File: config.mk
export PLATFORM = sky130hd
export DESIGN_NAME = uart_receiver_system
export DESIGN_NICKNAME = d
export VERILOG_FILES = /design/src/rtl/uart_pkg.sv /design/src/rtl/crc8_byte_update.sv /design/src/rtl/uart_receiver_system.sv
export SDC_FILE = /design/constraint.sdc
export NUM_CORES = 1
export LEC_CHECK = 0
export ABC_AREA = 1
export CAP_MARGIN = 10
export CORE_AREA = 2 2 63 65
export DETAILED_ROUTE_END_ITERATION = 10
export DIE_AREA = 0 0 65 67
export PLACE_DENSITY = 0.83
export SLEW_MARGIN = 20
export SYNTH_ARGS = -nofsm -noshare
export SYNTH_HDL_FRONTEND = slang
export SYNTH_SLANG_ARGS = --single-unit
export TNS_END_PERCENT = 100
File: constraint.sdc
create_clock -name clock -period 3.8 [get_ports clock]
set_clock_uncertainty 0.1 [all_clocks]
set_input_delay 0.76 -clock clock [delete_from_list [all_inputs] [get_ports clock]]
set_output_delay 0.76 -clock clock [all_outputs]
set_load 0.01 [all_outputs]
File: src/rtl/uart_pkg.sv
// -----------------------------------------------------------------------------
// uart_pkg
//
// Definitions shared by the UART receive path and the CRC-tracked transmit
// path.
//   rx_state_t  receive FSM encoding (IDLE, START, DATA, STOP)
//   CRC8_POLY   CRC-8 generator polynomial (x^8 + x^2 + x + 1, MSB first)
//   CRC8_INIT   CRC-8 start value, also the value restored by a clear
//   DATA_BITS   payload bits per frame
//   STOP_BITS   stop bits per frame
// -----------------------------------------------------------------------------
package uart_pkg;

    typedef enum logic [1:0] {
        ST_IDLE  = 2'd0,
        ST_START = 2'd1,
        ST_DATA  = 2'd2,
        ST_STOP  = 2'd3
    } rx_state_t;

    localparam logic [7:0] CRC8_POLY = 8'h07;
    localparam logic [7:0] CRC8_INIT = 8'h00;

    localparam int DATA_BITS = 8;
    localparam int STOP_BITS = 1;

endpackage

File: src/rtl/crc8_byte_update.sv
// -----------------------------------------------------------------------------
// crc8_byte_update
//
// Purely combinational CRC-8 step: folds one byte into a running CRC, MSB
// first, no reflection, no final XOR. Shared by the UART receiver and the
// transmitter so both ends compute an identical checksum.
//
// Ports
//   crc       in  8  current CRC value
//   data      in  8  byte to fold in
//   crc_next  out 8  CRC after the byte
// -----------------------------------------------------------------------------
module crc8_byte_update
    import uart_pkg::*;
(
    input  logic [7:0] crc,
    input  logic [7:0] data,
    output logic [7:0] crc_next
);

    // stage[0] is the byte XORed into the CRC; each following stage is one
    // bit of the shift-and-conditionally-XOR long division.
    logic [7:0] stage [0:8];

    assign stage[0] = crc ^ data;

    genvar gi;
    generate
        for (gi = 0; gi < 8; gi = gi + 1) begin : g_bit
            assign stage[gi + 1] = stage[gi][7]
                                 ? ({stage[gi][6:0], 1'b0} ^ CRC8_POLY)
                                 :  {stage[gi][6:0], 1'b0};
        end
    endgenerate

    assign crc_next = stage[8];

endmodule

File: src/rtl/uart_receiver_system.sv
// -----------------------------------------------------------------------------
// uart_receiver_system
//
// 8N1 UART receiver with a ready/acknowledge byte handshake, framing and
// overrun error reporting, and a running CRC-8 over every accepted byte.
//
// Build option
//   UART_RX_CRC_EN  when defined, the CRC-8 register and update logic are
//                   built. When undefined, crc8 reads 0x00 and clear_crc is
//                   ignored; everything else is identical.
//
// Parameters
//   CLKS_PER_BIT   clock cycles per serial bit (minimum 4)
//
// Ports
//   clock          in   1  system clock, rising edge
//   reset          in   1  synchronous, active-high
//   data_in        in   1  asynchronous serial line, idle high
//   acknowledge    in   1  consumer has taken data_out
//   clear_crc      in   1  single-cycle pulse, zeroes crc8
//   data_out       out  8  last accepted byte
//   data_ready     out  1  high while data_out is unconsumed
//   framing_error  out  1  one-cycle pulse on a low stop bit
//   overrun        out  1  sticky; a byte arrived while data_ready was high
//   crc8           out  8  running CRC-8 over accepted bytes
//   busy           out  1  receive FSM not idle
// -----------------------------------------------------------------------------
module uart_receiver_system
    import uart_pkg::*;
#(
    parameter int CLKS_PER_BIT = 5208
) (
    input  logic       clock,
    input  logic       reset,
    input  logic       data_in,
    input  logic       acknowledge,
    input  logic       clear_crc,
    output logic [7:0] data_out,
    output logic       data_ready,
    output logic       framing_error,
    output logic       overrun,
    output logic [7:0] crc8,
    output logic       busy
);

    localparam int CNT_W = $clog2(CLKS_PER_BIT);

    // The start bit is re-checked half a bit after the falling edge, which
    // places every later sample near the middle of its bit.
    localparam logic [CNT_W-1:0] HALF_LOAD = CNT_W'(CLKS_PER_BIT / 2 - 1);
    localparam logic [CNT_W-1:0] FULL_LOAD = CNT_W'(CLKS_PER_BIT - 1);
    localparam logic [2:0]       LAST_BIT  = 3'(DATA_BITS - 1);

    // ---------------------------------------------------------------
    // Input synchronizer (idle-high, so it resets to 1)
    // ---------------------------------------------------------------
    logic sync1_reg;
    logic rx_reg;

    always_ff @(posedge clock) begin
        if (reset) begin
            sync1_reg <= 1'b1;
            rx_reg    <= 1'b1;
        end else begin
            sync1_reg <= data_in;
            rx_reg    <= sync1_reg;
        end
    end

    // ---------------------------------------------------------------
    // Receive FSM
    // ---------------------------------------------------------------
    rx_state_t        state_reg,   state_next;
    logic [CNT_W-1:0] count_reg,   count_next;
    logic [2:0]       bit_idx_reg, bit_idx_next;
    logic [7:0]       shift_reg,   shift_next;
    logic             accept_stb;
    logic             frame_err_stb;

    always_ff @(posedge clock) begin
        if (reset) begin
            state_reg   <= ST_IDLE;
            count_reg   <= '0;
            bit_idx_reg <= '0;
            shift_reg   <= '0;
        end else begin
            state_reg   <= state_next;
            count_reg   <= count_next;
            bit_idx_reg <= bit_idx_next;
            shift_reg   <= shift_next;
        end
    end

    always_comb begin
        state_next    = state_reg;
        count_next    = count_reg;
        bit_idx_next  = bit_idx_reg;
        shift_next    = shift_reg;
        accept_stb    = 1'b0;
        frame_err_stb = 1'b0;

        case (state_reg)
            ST_IDLE: begin
                if (!rx_reg) begin
                    count_next = HALF_LOAD;
                    state_next = ST_START;
                end
            end

            ST_START: begin
                if (count_reg == '0) begin
                    if (!rx_reg) begin
                        count_next   = FULL_LOAD;
                        bit_idx_next = '0;
                        state_next   = ST_DATA;
                    end else begin
                        // Line went back high before mid-bit: noise, not a
                        // start bit. Drop it silently.
                        state_next = ST_IDLE;
                    end
                end else begin
                    count_next = count_reg - CNT_W'(1);
                end
            end

            ST_DATA: begin
                if (count_reg == '0) begin
                    // LSB arrives first, so shift in from the top.
                    shift_next = {rx_reg, shift_reg[7:1]};
                    count_next = FULL_LOAD;
                    if (bit_idx_reg == LAST_BIT) begin
                        state_next = ST_STOP;
                    end else begin
                        bit_idx_next = bit_idx_reg + 3'd1;
                    end
                end else begin
                    count_next = count_reg - CNT_W'(1);
                end
            end

            ST_STOP: begin
                if (count_reg == '0) begin
                    state_next = ST_IDLE;
                    if (rx_reg) begin
                        accept_stb = 1'b1;
                    end else begin
                        frame_err_stb = 1'b1;
                    end
                end else begin
                    count_next = count_reg - CNT_W'(1);
                end
            end

            default: begin
                state_next = ST_IDLE;
            end
        endcase
    end

    // ---------------------------------------------------------------
    // Byte handshake and error flags
    // ---------------------------------------------------------------
    logic [7:0] data_out_reg;
    logic       data_ready_reg;
    logic       framing_error_reg;
    logic       overrun_reg;

    always_ff @(posedge clock) begin
        if (reset) begin
            data_out_reg      <= 8'h00;
            data_ready_reg    <= 1'b0;
            framing_error_reg <= 1'b0;
            overrun_reg       <= 1'b0;
        end else begin
            framing_error_reg <= frame_err_stb;

            // A consumed byte clears the overrun flag; a fresh overrun in
            // the same cycle cannot happen because acknowledge frees the slot.
            if (acknowledge && data_ready_reg) begin
                overrun_reg <= 1'b0;
            end

            if (accept_stb) begin
                data_ready_reg <= 1'b1;
                if (!data_ready_reg || acknowledge) begin
                    data_out_reg <= shift_reg;
                end else begin
                    // Slot still occupied: keep the old byte, drop the new.
                    overrun_reg <= 1'b1;
                end
            end else if (acknowledge && data_ready_reg) begin
                data_ready_reg <= 1'b0;
            end
        end
    end

    // ---------------------------------------------------------------
    // Running CRC-8 (optional)
    // ---------------------------------------------------------------
`ifdef UART_RX_CRC_EN
    logic [7:0] crc_reg;
    logic [7:0] crc_upd;

    crc8_byte_update u_crc8 (
        .crc      (crc_reg),
        .data     (shift_reg),
        .crc_next (crc_upd)
    );

    // Overrun-discarded bytes still count: the sender's checksum covers
    // everything that went over the wire with a valid stop bit.
    always_ff @(posedge clock) begin
        if (reset) begin
            crc_reg <= CRC8_INIT;
        end else if (clear_crc) begin
            crc_reg <= CRC8_INIT;
        end else if (accept_stb) begin
            crc_reg <= crc_upd;
        end
    end

    assign crc8 = crc_reg;
`else
    logic unused_clear_crc;
    assign unused_clear_crc = clear_crc;
    assign crc8             = 8'h00;
`endif

    assign data_out      = data_out_reg;
    assign data_ready    = data_ready_reg;
    assign framing_error = framing_error_reg;
    assign overrun       = overrun_reg;
    assign busy          = (state_reg != ST_IDLE);

endmodule

==> metrics.md, run 1 <==
| Metric | Value |
|---|---|
| Synth warn | 0 |
| Final Slew Violations | 0 |
| Vias | ~1800 |
| Worst Hold Path EP | rx_reg |
| Comb pwr share | between 30% and 40% |
| Die area | 0.00436 mm^2 |
| Synth Flop Type | dfxtp_1 |
| CP required | 2.94 ns |
| Post-Synth Simple-Gate Area | roughly a third |
| VDD IR max | 394 uV |
| Ant diodes | 0 |
| H-tree levels | 2 |
| Num Clock Sinks | 39 |
| TritonCTS clock tree | done |
| Reg2reg path depth | 8 |
| Clk buf depth | 2 |
| Fillers | 304 |
| Max_cap viols | 0 |
| Critical path's largest stage delay | ~0.52 ns |
| Final Critical Period | roughly 2.5 ns |
| Post-route cell area | around 0.0024 mm^2 |
| Die Wd | between 60 and 70 um |
| Share of cells above drive strength 1 | 10.7% |
| Xor and xnor area share after synthesis | 1.22% |
| Hpwl dp | between 2 and 3 mm |
| WS Path Type | flip-flop to primary output |
| Static Leakage | approximately 1.1 nW |
| DRC Markers | 0 |
| 1st-iter DRT viols | 98 |
| Hold path depth | 1 |
| Post-route ant nets | 0 |
| Num CTS Buffers | 5 |
| Post-Place Cell Area | around 0.0023 mm^2 |
| # rows | 22 |
| Internal power | 0.760 mW |
| Syn Inst Count | between 200 and 300 |
| Sw frac | a little under two fifths |
| Place WS | approximately 1.2 ns |
| Max FFs per register | 13 |
| Initial Util | approximately 60% |
| Reg clk slew, reported paths | ~0.08 ns |
| Vias per cell | ~5.1 |
| Endpoints failing hold | 0 |
| Routed wire length | around 4.3 mm |
| Vias in the first global route | between 1500 and 2000 |
| Mux cell area share after synthesis | 0% |
| Hold Buf Count CTS | 0 |
| Ys async rst share | 0% |
| CP dominant cell by count | inv_1 |
| Post-CTS setup buffers | 0 |
| Grt ovf | 0 |
| Clock root buffer | clkbuf_8 |
| Worst r2r src | state_reg[0] |
| Final WS setup | approximately 1.3 ns |
| Synthesized flop and latch total | 39 |
| Area of the core | approximately 0.0036 mm^2 |
| Status | finished, final reports clean |
| Largest net degree at the start of global routing | 27 |
| Worst-skew pair later-pin latency | ~0.29 ns |
| First-pass GRT wire length | between 7 and 8 mm |
| Hold Crit Start | sync1_reg |
| Final #Nets | roughly 320 |
| Clock share of power | 28.8% |
| RR Endpoint | count_reg[4] |
| Layout area overhead | 11.8% |
| CP Launch Type | flip-flop |
| PD cells | between 400 and 500 mW/mm^2 |
| First-pass detailed-route iteration total | 4 |
| I/O pin total | 25 |
| Crit Path Max Fanout | 5 |
| Hold Crit Class | flip-flop to flip-flop |
| Number of synthesized flops with an enable pin | 0 |
| Wire per inst | 12.0 um |
| Critical Path AT | approximately 1.7 ns |
| Largest family of logic cells by synthesized area | simple AND/OR/NAND/NOR gates |
| Mapped Avg Cell Area | around 7.4 um^2 |
| Crit end category | primary output |
| Worst R2R Setup Slack | approximately 1.9 ns |
| Setup TNS | 0 ns |
| Net switching power | 0.444 mW |
| Worst slew pin tran | 0.733 ns |
| Tot GR Track Use | a little over a fifth |
| Fmax | 0.396 GHz |
| Port-buffer cells | 15 |
| Relative slew margins | between 50% and 60% |
| Flop pwr share | around two fifths |
| Gpl congestion | 0.837 |
| Seq/Total Area, Yosys | a little over a third |
| Post-Synth Adder-Cell Area | under 10% |
| RSZ-0062 raised after global routing | false |
| Cell breakdown of the critical path | inv_1, ha_1, inv_1, clkdlybuf4s50_1 |
| Initial antenna violation count | 0 |
| Post-cts sizing count | 0 |
| Post-synthesis cell type count | 33 |
| Slowest-stage cell, CP | clkdlybuf4s50_1 |
| Pwr Total | between 1 and 1.5 mW |
| Crit share post-route | 66.4% |
| Final setup viols | 0 |
| Synthesized area | 0.00215 mm^2 |
| DIE HEIGHT | approximately 67 um |
| Synth Area in Compound Gates | between 10% and 20% |
==> layout make-up <==
class | instances | area [um^2] | area share (%)
Timing Repair Buffer | 15 | 150 | 6.23
Inverter | 43 | 166 | 6.91
Sequential cell | 39 | 781 | 32.4
Multi-Input combinational cell | 203 | 1140 | 47.3
Clock inverter | 3 | 43.8 | 1.82
Tap cell | 48 | 60.1 | 2.49
Clock buffer | 5 | 68.8 | 2.86
==> synth_stat cells, types with 2 or more instances <==
master    count  area share [%]
nor2_4        5             2.6
nor2_1       42             7.3
nand3_1      11             2.6
nor2_2        4             1.2
nand3_4       2             1.6
nand4_1       3            0.87
inv_1        39             6.8
inv_2         2            0.35
o21ai_0      25             5.8
ha_1          9             5.2
o21ai_1       5             1.2
nand2_4       3             1.6
buf_4         8             2.8
or2_2         2            0.58
a21oi_1      26             6.0
nor2_8        2             1.9
clkbuf_1      2            0.35
xor2_1        2            0.81
dfxtp_1      39              36
nand2_1      37             6.4
buf_6         2             1.0
nor3_1       10             2.3
==> worst max path at each step <==
stage | from | to | slack, ns
floorplan | acknowledge | data_out[0] | 2.09
global placement | reset | shift_reg[3] | 1.17
detailed placement | reset | shift_reg[3] | 1.16
CTS | state_reg[0] | busy | 1.27
global route | reset | count_reg[9] | 1.19
finish | state_reg[0] | busy | 1.28
==> cell families (layout without fill, tap and decap cells) <==
group,count (synthesis),in the layout
other,1,8
AOI/OAI and AO/OA,57,57
adders and majority gates,9,9
and+or+nand+nor,126,126
xor gates and xnor gates,3,3
buffers and inverters,56,66
DFF,39,39
==> metrics by stage <==
stage	hold slack (ns)	utilization [%]	std cells
floorplan	0.289	-	298
global placement	0.291	63.7	348
detailed placement	0.307	63.7	348
CTS	0.329	66.8	356
global route	0.339	66.8	356
finish	0.324	66.8	356
==> critical path: cells and delay by family (launching register included) <==
family	cells	cell delay (ns)
adders and majority gates	1	0.25
DFF	1	0.41
buffers and inverters	3	0.71
==> per-layer routing <==
| metal | vias up | GRT usage (%) | routed length (um) |
|---|---|---|---|
| met1 | 839 | 26.3 | 1950 |
| met5 | - | 0 | 0 |
| met2 | 34 | 37.8 | 2120 |
| met3 | 4 | 5.07 | 175 |
| li1 | 950 | - | - |
| met4 | 0 | 7.18 | 43 |
==> power groups by stage <==
stage / Sequential [mW] / Clock (mW) / Combinational (mW)
global route: 0.464 / 0.372 / 0.440
global placement: 0.466 / 0 / 0.379
finish: 0.459 / 0.347 / 0.398
detailed placement: 0.468 / 0 / 0.390
CTS: 0.459 / 0.355 / 0.393
floorplan: 0.462 / 0 / 0.331
==> cells in the final DEF (no fill, tap or decap), types with 2 or more instances in the layout <==
master / n
clkbuf_8: 5
ha_1: 9
nand4_1: 3
nor2_2: 4
dfxtp_1: 39
nand3_4: 2
o21ai_0: 25
clkdlybuf4s50_1: 15
conb_1: 8
or2_2: 2
nor2_1: 42
inv_2: 2
inv_1: 39
nand2_1: 37
a21oi_1: 26
nand3_1: 11
xor2_1: 2
nor2_8: 2
nor3_1: 10
nand2_4: 3
o21ai_1: 5
nor2_4: 5
No activity file was read; power rests on OpenSTA's default activity.
==> run 2: changes to the inputs <==
--- a/config.mk
+++ b/config.mk
@@ -7,10 +7,10 @@
 export LEC_CHECK = 0
 export ABC_AREA = 1
 export CAP_MARGIN = 10
-export CORE_AREA = 2 2 63 65
+export CORE_AREA = 2 2 66 68
 export DETAILED_ROUTE_END_ITERATION = 10
-export DIE_AREA = 0 0 65 67
-export PLACE_DENSITY = 0.83
+export DIE_AREA = 0 0 68 70
+export PLACE_DENSITY = 0.77
 export SLEW_MARGIN = 20
 export SYNTH_ARGS = -nofsm -noshare
 export SYNTH_HDL_FRONTEND = slang
==> constraint.sdc (replaced) <==
create_clock -name clock -period 2.5 [get_ports clock]
set_clock_uncertainty 0.1 [all_clocks]
set_input_delay 0.5 -clock clock [delete_from_list [all_inputs] [get_ports clock]]
set_output_delay 0.5 -clock clock [all_outputs]
set_load 0.01 [all_outputs]
==> metrics.md, run 2 (synthesized netlist as in run 1, its figures left out) <==
| Metric | Value |
|---|---|
| Status | finished, final reports clean |
| H-tree levels | 2 |
| Vias in the first global route | 1662 |
| Net switching power | between 0.6 and 0.7 mW |
| Final core utilization | 58.8% |
| Crit Path Max Fanout | 5 |
| Grt ovf | 0 |
| Crit end category | primary output |
| Vias | 1790 |
| Post-route cell area | approximately 0.0024 mm^2 |
| Fillers | roughly 390 |
| DIE HEIGHT | 70 um |
| Largest net degree at the start of global routing | 27 |
| Hpwl dp | around 2.9 mm |
| Area of the core | between 0.004 and 0.005 mm^2 |
| Final #Nets | 324 |
| Sw frac | roughly 36% |
| Cells after DPL | roughly 360 |
| VDD IR max | ~460 uV |
| Crit share post-route | about nine tenths |
| Critical Path Stages | 4 |
| Layout area overhead | 13.1% |
| Clock share of power | 28.9% |
| CP dominant cell by count | inv_1 |
| Port-buffer cells | 15 |
| RSZ-0062 raised after global routing | false |
| Endpoints failing hold | 0 |
| Dominant delay contributor by cell family on the critical path | buffers and inverters |
| # rows | 24 |
| Critical Path AT | 1.64 ns |
| Initial antenna violation count | 0 |
| Final Critical Period | between 2 and 2.5 ns |
| Fmax | between 0.4 and 0.5 GHz |
| First-pass GRT wire length | about 7.3 mm |
| Initial Util | 52.0% |
| Wire per inst | approximately 11 um |
| Tot GR Track Use | 19.5% |
| Max_cap viols | 0 |
| Ant diodes | 0 |
| Final Slew Violations | 0 |
| Worst R2R Setup Slack | roughly 0.67 ns |
| Comb pwr share | 32.7% |
| Hold path depth | 1 |
| CP Launch Type | flip-flop |
| Clk buf depth | 2 |
| Worst Path Buf+Inv | 3 |
| Share of cells above drive strength 1 | 11.6% |
| Flop pwr share | just under 40% |
| CP required | between 1.5 and 2 ns |
| Critical path's largest stage delay | ~0.52 ns |
| Reg2reg path depth | 8 |
| Cell breakdown of the critical path | inv_1, ha_1, inv_1, clkdlybuf4s50_1 |
| Place WS | between 0.5 and 0.6 ns |
| 1st-iter DRT viols | 78 |
| Internal power | approximately 1.2 mW |
| Gpl congestion | around 0.80 |
| Pwr Total | approximately 1.8 mW |
| Die Wd | 68 um |
| Final setup viols | 0 |
| Hold Crit Class | flip-flop to flip-flop |
| WS Path Type | flip-flop to primary output |
| DRC Markers | 0 |
| Max FFs per register | 13 |
| Post-cts sizing count | 0 |
| Hold Buf Count CTS | 0 |
| Setup TNS | 0 ns |
| Most common cell after layout, fill and taps aside | nor2_1 |
| Static Leakage | between 1 and 1.5 nW |
| Post-Place Cell Area | roughly 0.0023 mm^2 |
| Clock root buffer | clkbuf_8 |
| Die area | 0.00476 mm^2 |
| Vias per cell | slightly below 5 |
| Slowest-stage cell, CP | clkdlybuf4s50_1 |
| Final WS setup | between 0.2 and 0.3 ns |
| Most frequent cells in the layout | 42 x nor2_1, 39 x inv_1, 39 x dfxtp_1, 37 x nand2_1, 26 x a21oi_1 |
| TritonCTS clock tree | done |
| Reg clk slew, reported paths | 0.08 ns |
| Num CTS Buffers | 5 |
| Num Clock Sinks | 39 |
| I/O pin total | 25 |
| Non-filler cells, final | between 300 and 400 |
| Worst-skew pair later-pin latency | 0.29 ns |
| WHS | roughly 0.35 ns |
| Routed wire length | between 4 and 5 mm |
| PD cells | roughly 740 mW/mm^2 |
| Post-CTS setup buffers | 0 |
| Post-route ant nets | 0 |
| First-pass detailed-route iteration total | 4 |
run 2: power groups by stage:
stage / logic [mW] / registers [mW] / clock network, mW
6_report: 0.592 / 0.698 / 0.523
5_1_grt: 0.672 / 0.704 / 0.552
4_1_cts: 0.594 / 0.697 / 0.536
3_5_place_dp: 0.593 / 0.711 / 0
3_3_place_gp: 0.574 / 0.710 / 0
2_1_floorplan: 0.503 / 0.703 / 0
run 2: final cells by class:
class / count / area, um^2 / share of cell area (%)
clock inverter: 3 / 43.8 / 1.80
sequential: 39 / 781 / 32.0
tap: 52 / 65.1 / 2.67
timing repair buffer: 18 / 173 / 7.08
clock buffer: 5 / 68.8 / 2.82
multi-input combinational: 203 / 1140 / 46.8
inverter: 43 / 166 / 6.83
run 2: metal layers:
metal | share of wire [%] | global-route usage (%) | vias to the layer above
met5 | 0 | 0 | -
li1 | - | - | 951
met2 | 47 | 31.2 | 23
met4 | 1.7 | 6.89 | 0
met1 | 49 | 25.8 | 810
met3 | 2.8 | 3.86 | 6
run 2: final timing paths:
check / from / endpoint
min: sync1_reg / rx_reg
max reg2reg: state_reg[0] / count_reg[4]
min reg2reg: sync1_reg / rx_reg
max: state_reg[0] / busy
run 2: worst register-to-register path, delay by kind of cell, from the launching register on:
family                   cells  cell delay, ns
AO/OA/AOI/OAI                2            0.25
flip-flops                   1            0.41
AND/OR/NAND/NOR              3            0.37
buffers and inverters        2            0.23
adder cells (fa/ha/maj)      1            0.37
==> run 3: changes to the inputs <==
--- a/config.mk
+++ b/config.mk
@@ -10,7 +10,7 @@
 export CORE_AREA = 2 2 66 68
 export DETAILED_ROUTE_END_ITERATION = 10
 export DIE_AREA = 0 0 68 70
-export PLACE_DENSITY = 0.77
+export PLACE_DENSITY = 0.82
 export SLEW_MARGIN = 20
 export SYNTH_ARGS = -nofsm -noshare
 export SYNTH_HDL_FRONTEND = slang
==> metrics.md, run 3 (synthesized netlist as in run 1, its figures left out) <==
| Metric | Value |
|---|---|
| Setup TNS | 0 ns |
| Critical path launch point | state_reg[0] |
| Port-buffer cells | 15 |
| CP dominant cell by count | inv_1 |
| Max FFs per register | 13 |
| Tot GR Track Use | a little over a fifth |
| Place WS | around 0.6 ns |
| Post-cts sizing count | 0 |
| Post-CTS setup buffers | 0 |
| Grt ovf | 0 |
| Slowest-stage cell, CP | clkdlybuf4s50_1 |
| Critical Path Stages | 4 |
| Final Slew Violations | 0 |
| WS Path Type | flip-flop to primary output |
| Status | finished, final reports clean |
| RR Endpoint | count_reg[4] |
| Final Critical Period | approximately 2.2 ns |
| # rows | 24 |
| Initial Util | between 50% and 60% |
| Cell breakdown of the critical path | inv_1, ha_1, inv_1, clkdlybuf4s50_1 |
| CP required | approximately 1.9 ns |
| Crit Path Max Fanout | 5 |
| Area occupied by multi-input gates | between 0.001 and 0.0015 mm^2 |
| Hpwl dp | slightly above 3 mm |
| H-tree levels | 2 |
| Final WS setup | between 0.2 and 0.3 ns |
| Most frequent cells in the layout | 42 x nor2_1, 39 x inv_1, 39 x dfxtp_1, 37 x nand2_1, 26 x a21oi_1 |
| CP Launch Type | flip-flop |
| Crit end category | primary output |
| Critical Path AT | about 1.6 ns |
| Final setup viols | 0 |
| Largest net degree at the start of global routing | 27 |
| Comb pwr share | 31.0% |
| Post-route cell area | ~0.0025 mm^2 |
| Clk buf depth | 2 |
| Vias per cell | 4.93 |
| Share of cells above drive strength 1 | a little under an eighth |
| Reg clk slew, reported paths | 0.08 ns |
| Final core utilization | between 50% and 60% |
| Hold Crit Class | flip-flop to flip-flop |
| Sw frac | 34.3% |
| TritonCTS clock tree | done |
| Clock share of power | 32.5% |
| Most common cell after layout, fill and taps aside | nor2_1 |
| Max_cap viols | 0 |
| Pwr Total | 1.91 mW |
| Worst-skew pair later-pin latency | between 0.2 and 0.3 ns |
| First-pass detailed-route iteration total | 4 |
| Fillers | a little under 400 |
| Worst R2R Setup Slack | 0.69 ns |
| Worst r2r src | state_reg[0] |
| Internal power | ~1.3 mW |
| Static Leakage | ~1.1 nW |
| Wire per inst | between 10 and 15 um |
| DIE HEIGHT | 70 um |
| Final #Nets | 324 |
| Endpoints failing hold | 0 |
| Routed wire length | around 4.3 mm |
| Ant diodes | 0 |
| Fmax | 0.447 GHz |
| Crit share post-route | approximately nine tenths |
| Hold Buf Count CTS | 0 |
| Dominant delay contributor by cell family on the critical path | buffers and inverters |
| DRC Markers | 0 |
| Die area | about 0.0048 mm^2 |
| Num CTS Buffers | 5 |
| Num Clock Sinks | 39 |
| Die Wd | between 60 and 70 um |
| First-pass GRT wire length | 7.74 mm |
| PD cells | between 700 and 800 mW/mm^2 |
| Net switching power | between 0.6 and 0.7 mW |
| Layout area overhead | 14.2% |
| Clock root buffer | clkbuf_8 |
| Gpl congestion | about 0.79 |
| CP Capture Point | busy |
| Flop pwr share | approximately 37% |
| 1st-iter DRT viols | 91 |
| Area of the core | just over 0.004 mm^2 |
| Post-route ant nets | 0 |
| Vias | ~1800 |
| Vias in the first global route | between 1500 and 2000 |
| Critical path's largest stage delay | ~0.52 ns |
| Worst Path Buf+Inv | 3 |
| Reg2reg path depth | 8 |
| Post-Place Cell Area | 0.00232 mm^2 |
| I/O pin total | 25 |
| VDD IR max | roughly 440 uV |
| FF+latch area | roughly 780 um^2 |
| RSZ-0062 raised after global routing | false |
| Initial antenna violation count | 0 |
==> run 3: power by group through the flow <==
stage               logic (mW)  registers [mW]  clock network, mW
floorplan                0.503           0.703                  0
CTS                      0.596           0.698              0.637
global placement         0.575           0.710                  0
finish                   0.594           0.698              0.623
detailed placement       0.591           0.712                  0
global route             0.673           0.703              0.658
==> run 3: worst min-delay path by stage <==
stage | from | to | slack [ns] | cells past startpoint
floorplan | sync1_reg | rx_reg | 0.29 | 1
global placement | sync1_reg | rx_reg | 0.30 | 1
detailed placement | sync1_reg | rx_reg | 0.31 | 1
CTS | sync1_reg | rx_reg | 0.33 | 1
global route | sync1_reg | rx_reg | 0.34 | 1
finish | sync1_reg | rx_reg | 0.33 | 1
==> run 3: per-stage QoR <==
| stage | std cells | hold slack (ns) |
|---|---|---|
| 5_1_grt | 363 | 0.341 |
| 4_1_cts | 363 | 0.329 |
| 3_3_place_gp | 355 | 0.299 |
| 2_1_floorplan | 298 | 0.289 |
| 3_5_place_dp | 355 | 0.311 |
| 6_report | 363 | 0.330 |
==> run 3: layout make-up <==
cell class,instances,share of cell area (%)
clock inverter,3,2.75
clock buffer,5,2.80
timing repair buffer,18,7.02
tap,52,2.64
inverter,43,6.76
multi-input combinational,203,46.3
sequential,39,31.7
==> run 3: routing by layer <==
layer	track usage, %	wire [um]	vias up
li1	-	-	946
met1	25.3	1920	809
met2	35.5	2170	28
met3	3.86	108	7
met4	8.44	80	0
met5	0	0	-
==> patch 1, RTL diff (flow settings as in run 3) <==
Build with the macro `UART_RX_CRC_EN` defined.
--- a/src/rtl/uart_receiver_system.sv
+++ b/src/rtl/uart_receiver_system.sv
@@ -25,6 +25,8 @@
 //   crc8           out  8  running CRC-8 over accepted bytes
 //   busy           out  1  receive FSM not idle
 // -----------------------------------------------------------------------------
+`define UART_RX_CRC_EN
+
 module uart_receiver_system
     import uart_pkg::*;
 #(
Behaviour: no difference found for any inputs over 10 cycles, from zero or initial values and one cycle with reset high; that may be too few to reach the edited logic, so the function may still have changed.
==> patch 1 against run 3 <==
Worst setup slack improved by 0.016 ns. Critical path type unchanged. Synthesized area rose by 23%. Design area rose by 23%. Utilization rose by 14 points. First-iteration DRC count rose by 66%. Routed wire length rose by 39%. Final cell count rose by 29%. Sequential cell count rose by 8. Non-clock buffer count rose by 8. Hold slack got worse by 0.019 ns. Sequential share of layout area fell by 0.60 points.
Power is not compared: it rests on default switching activity, and its combinational part moved more than twofold at a synthesized area within 25%.
==> patch 1: results (changes against run 3) <==
INFO  metric first_global_vias = 2262 (was 1750)
INFO  metric place.detailed.hpwl = 4.33 mm (was 3.03 mm)
INFO  metric worst-endpoint-arrival = 1.62 ns (was 1.64 ns)
INFO  metric routabilityCongestion = 0.935 (was 0.792)
INFO  metric final_layout_size_suffix_gt1_share = 7.19% (was 11.6%)
INFO  metric ys_top_cells_by_count = sky130_fd_sc_hd__nand2_1, sky130_fd_sc_hd__nor2_1, sky130_fd_sc_hd__dfxtp_1, sky130_fd_sc_hd__inv_1, sky130_fd_sc_hd__o21ai_0 (was sky130_fd_sc_hd__nor2_1, sky130_fd_sc_hd__dfxtp_1, sky130_fd_sc_hd__inv_1, sky130_fd_sc_hd__nand2_1, sky130_fd_sc_hd__a21oi_1)
INFO  metric grt_usage = 26.8% (was 20.9%)
INFO  metric run_status = completed (unchanged)
INFO  metric r2r_cells = 9 (was 8)
INFO  metric number_of_drc_markers_in_iteration_0 = 151 (was 91)
INFO  metric design.final.nets = 430 (was 324)
INFO  metric synth.yosys.seq_area_share = 35.5% (was 36.2%)
INFO  metric grt_pass1_wl = 9.81 mm (was 7.74 mm)
INFO  metric synth_cell_type_count = 29 (was 33)
INFO  metric h_tree_levels = 2 (unchanged)
INFO  metric placed_cell_area = 2930 um^2 (was 2320 um^2)
INFO  metric grt_max_degree = 22 (was 27)
INFO  metric vias = 2504 (was 1790)
INFO  metric io_buffer_count = 24 (was 15)
INFO  metric ff2ff_setup_slack = 0.55 ns (was 0.69 ns)
INFO  metric synthTopCellsByArea = sky130_fd_sc_hd__dfxtp_1, sky130_fd_sc_hd__nand2_1, sky130_fd_sc_hd__nor2_1 (was sky130_fd_sc_hd__dfxtp_1, sky130_fd_sc_hd__nor2_1, sky130_fd_sc_hd__inv_1)
INFO  metric worstSkewPairLatency = 0.31 ns (was 0.29 ns)
INFO  metric cts.clk_slew.worst_paths = 0.10 ns (was 0.08 ns)
INFO  metric route.detailed.wl_per_inst = 12.7 um (was 11.8 um)
INFO  metric num-fill-cells = 365 (was 386)
==> patch 1: final cells by class <==
| type | instances | area share [%] |
|---|---|---|
| clock buffer | 5 | 2.28 |
| tap | 52 | 2.15 |
| clock inverter | 3 | 0.786 |
| sequential | 47 | 31.1 |
| inverter | 40 | 5.13 |
| multi-input combinational | 296 | 50.1 |
| timing repair buffer | 26 | 8.44 |
==> patch 1: final timing paths <==
path,startpoint,to
worst max-delay path,state_reg[0],busy
worst max register to register,state_reg[0],bit_idx_reg[0]
worst min-delay path,sync1_reg,rx_reg
worst min register to register,sync1_reg,rx_reg
==> patch 1: metal layers <==
| metal | up-vias | GRT usage, % | part of all wire, % |
|---|---|---|---|
| met5 | - | 0 | 0 |
| met4 | 0 | 13.6 | 2.8 |
| met3 | 18 | 3.86 | 5.0 |
| met2 | 73 | 40.1 | 45 |
| met1 | 1109 | 37.0 | 47 |
| li1 | 1304 | - | - |
==> patch 1: cells by family (layout without fill, tap and decap cells) <==
logic type / Yosys count / in the layout / synth area share (%)
AND/OR/NAND/NOR: 211 / 211 / 35.4
buffers and inverters: 46 / 74 / 7.28
AO/OA/AOI/OAI: 57 / 57 / 11.2
XOR/XNOR: 19 / 19 / 6.29
adder cells (fa/ha/maj): 9 / 9 / 4.25
flip-flops: 47 / 47 / 35.5
==> patch 1: stage by stage <==
step	instances	util [%]	total power, mW	hold slack [ns]	setup slack [ns]
after global placement	461	70.7	2.19	0.293	0.504
after CTS	469	72.9	2.70	0.311	0.263
after floorplan	389	-	1.97	0.289	0.886
final	469	72.9	2.72	0.311	0.278
after detailed placement	461	70.7	2.21	0.296	0.427
after global routing	469	72.9	2.94	0.325	0.206
==> patch 1: worst max-delay path: stages, from the launching register on <==
cell                              delay (ns)
sky130_fd_sc_hd__dfxtp_1                0.41
sky130_fd_sc_hd__inv_1                  0.11
sky130_fd_sc_hd__ha_1                   0.22
sky130_fd_sc_hd__inv_1                  0.05
sky130_fd_sc_hd__clkdlybuf4s50_1        0.52
==> patch 1: report_power, final <==
part / leakage (nW) / switching [mW] / total, mW / internal, mW
Clock: 0.0408 / 0.292 / 0.493 / 0.200
Combinational: 0.949 / 0.881 / 1.31 / 0.433
Sequential: 0.381 / 0.0824 / 0.913 / 0.830
==> patch 2, RTL diff (config.mk and constraints of run 3) <==
Made on the original files. Take the reset off `shift_reg` and load it in a clocked block of its own.
--- a/src/rtl/uart_receiver_system.sv
+++ b/src/rtl/uart_receiver_system.sv
@@ -82,13 +82,15 @@
             state_reg   <= ST_IDLE;
             count_reg   <= '0;
             bit_idx_reg <= '0;
-            shift_reg   <= '0;
         end else begin
             state_reg   <= state_next;
             count_reg   <= count_next;
             bit_idx_reg <= bit_idx_next;
-            shift_reg   <= shift_next;
-        end
+        end
+    end
+
+    always_ff @(posedge clock) begin
+        shift_reg <= shift_next;
     end
 
     always_comb begin
Formal check against the unedited RTL: same outputs for any inputs over 10 cycles, from zero or initial values and one cycle with reset high; that may be too few to reach the edited logic, so the function may still have changed.
==> patch 2 against run 3 <==
Hold slack lost 0.012 ns. Utilization decreased by 3.8 points. Critical path depth unchanged. Combinational power rose by 94%. Global-route usage shrank 2.1 points. Total power rose by 30%. Sequential cell count unchanged. Largest cell class unchanged. Synthesized cell count down 11%. Routed wire length decreased by 10%. Design area fell by 6.4%. Via count decreased by 6.0%. Synthesized area fell by 7.6%. Worst setup slack better by 0.0024 ns.
==> patch 2: results (changes against run 3) <==
INFO  metric clk_cell_area_share = 5.05% (was 5.54%)
INFO  metric wl_met1 = 1.76 mm (was 1.92 mm)
INFO  metric synthTopCellsByArea = sky130_fd_sc_hd__dfxtp_1, sky130_fd_sc_hd__edfxtp_1, sky130_fd_sc_hd__nor2_1 (was sky130_fd_sc_hd__dfxtp_1, sky130_fd_sc_hd__nor2_1, sky130_fd_sc_hd__inv_1)
INFO  metric flow.area_growth_from_synthesis = 15.7% (was 14.2%)
INFO  metric ys_top_cells_by_count = sky130_fd_sc_hd__nor2_1, sky130_fd_sc_hd__nand2_1, sky130_fd_sc_hd__dfxtp_1, sky130_fd_sc_hd__inv_1, sky130_fd_sc_hd__o21ai_0 (was sky130_fd_sc_hd__nor2_1, sky130_fd_sc_hd__dfxtp_1, sky130_fd_sc_hd__inv_1, sky130_fd_sc_hd__nand2_1, sky130_fd_sc_hd__a21oi_1)
INFO  metric power.leakage = 1.02 nW (was 1.08 nW)
INFO  metric placed_cell_area = 2190 um^2 (was 2320 um^2)
INFO  metric area.share.sequential = 37.4% (was 31.7%)
INFO  metric multi_input_area_share = 42.7% (was 46.3%)
INFO  metric grt.met2_usage = 29.0% (was 35.5%)
INFO  metric layout.non_clock_inverters = 28 (was 43)
INFO  metric design.final.nets = 294 (was 324)
INFO  metric routing_usage_on_met1 = 24.6% (was 25.3%)
INFO  metric power.combinational.fraction = 46.2% (was 31.0%)
INFO  metric grt_usage = 18.8% (was 20.9%)
INFO  metric vdd.ir_drop.worst = 0.000666 V (was 0.000440 V)
INFO  metric first_global_vias = 1627 (was 1750)
INFO  metric grt_max_degree = 20 (was 27)
INFO  metric r2r_cells = 9 (was 8)
INFO  metric wl = 3.85 mm (was 4.28 mm)
INFO  metric syn_avg_cell_area = 7.72 um^2 (was 7.40 um^2)
INFO  metric wl_met2 = 1.82 mm (was 2.17 mm)
INFO  metric final_layout_size_suffix_gt1_share = 9.25% (was 11.6%)
INFO  metric grt.met3_usage = 4.83% (was 3.86%)
INFO  metric p_sw_share = 43.0% (was 34.3%)
INFO  metric switchingPower = 1.07 mW (was 0.657 mW)
INFO  metric place.detailed.hpwl = 2.75 mm (was 3.03 mm)
INFO  metric pre_cts_slack = 0.572 ns (was 0.583 ns)
INFO  metric synth.yosys.seq_area_share = 43.2% (was 36.2%)
INFO  metric run_status = completed (unchanged)
INFO  metric synth_cells = 258 (was 291)
INFO  metric seq_power = 0.800 mW (was 0.698 mW)
INFO  metric routabilityCongestion = 0.835 (was 0.792)
INFO  metric synth_cell_type_count = 31 (was 33)
INFO  metric num-fill-cells = 388 (was 386)
INFO  metric met3WireLength = 182 um (was 108 um)
patch 2: changes by cell type in the layout (fill, tap and decap cells not counted), moves of 6 or more:
cell and delta:
sky130_fd_sc_hd__nand2_1 +6, sky130_fd_sc_hd__edfxtp_1 +8, sky130_fd_sc_hd__inv_1 -12, sky130_fd_sc_hd__a21oi_1 -9
sky130_fd_sc_hd__dfxtp_1 -8, sky130_fd_sc_hd__o21ai_0 -6
patch 2: worst paths after layout:
kind / start / endpoint / slack [ns]
max: state_reg[0] / busy / 0.26
min: sync1_reg / rx_reg / 0.32
max reg2reg: state_reg[0] / bit_idx_reg[0] / 0.68
min reg2reg: sync1_reg / rx_reg / 0.32
patch 2: kinds of logic (layout without fill, tap and decap cells):
family                   after synthesis  after routing  synth area share (%)
AO/OA/AOI/OAI                         39             39                  10.1
buffers and inverters                 38             54                  8.67
XOR/XNOR                               3              3                  1.32
adder cells (fa/ha/maj)                9              9                  5.66
other                                  1              8                 0.188
flip-flops                            39             39                  43.2
AND/OR/NAND/NOR                      129            129                  30.9
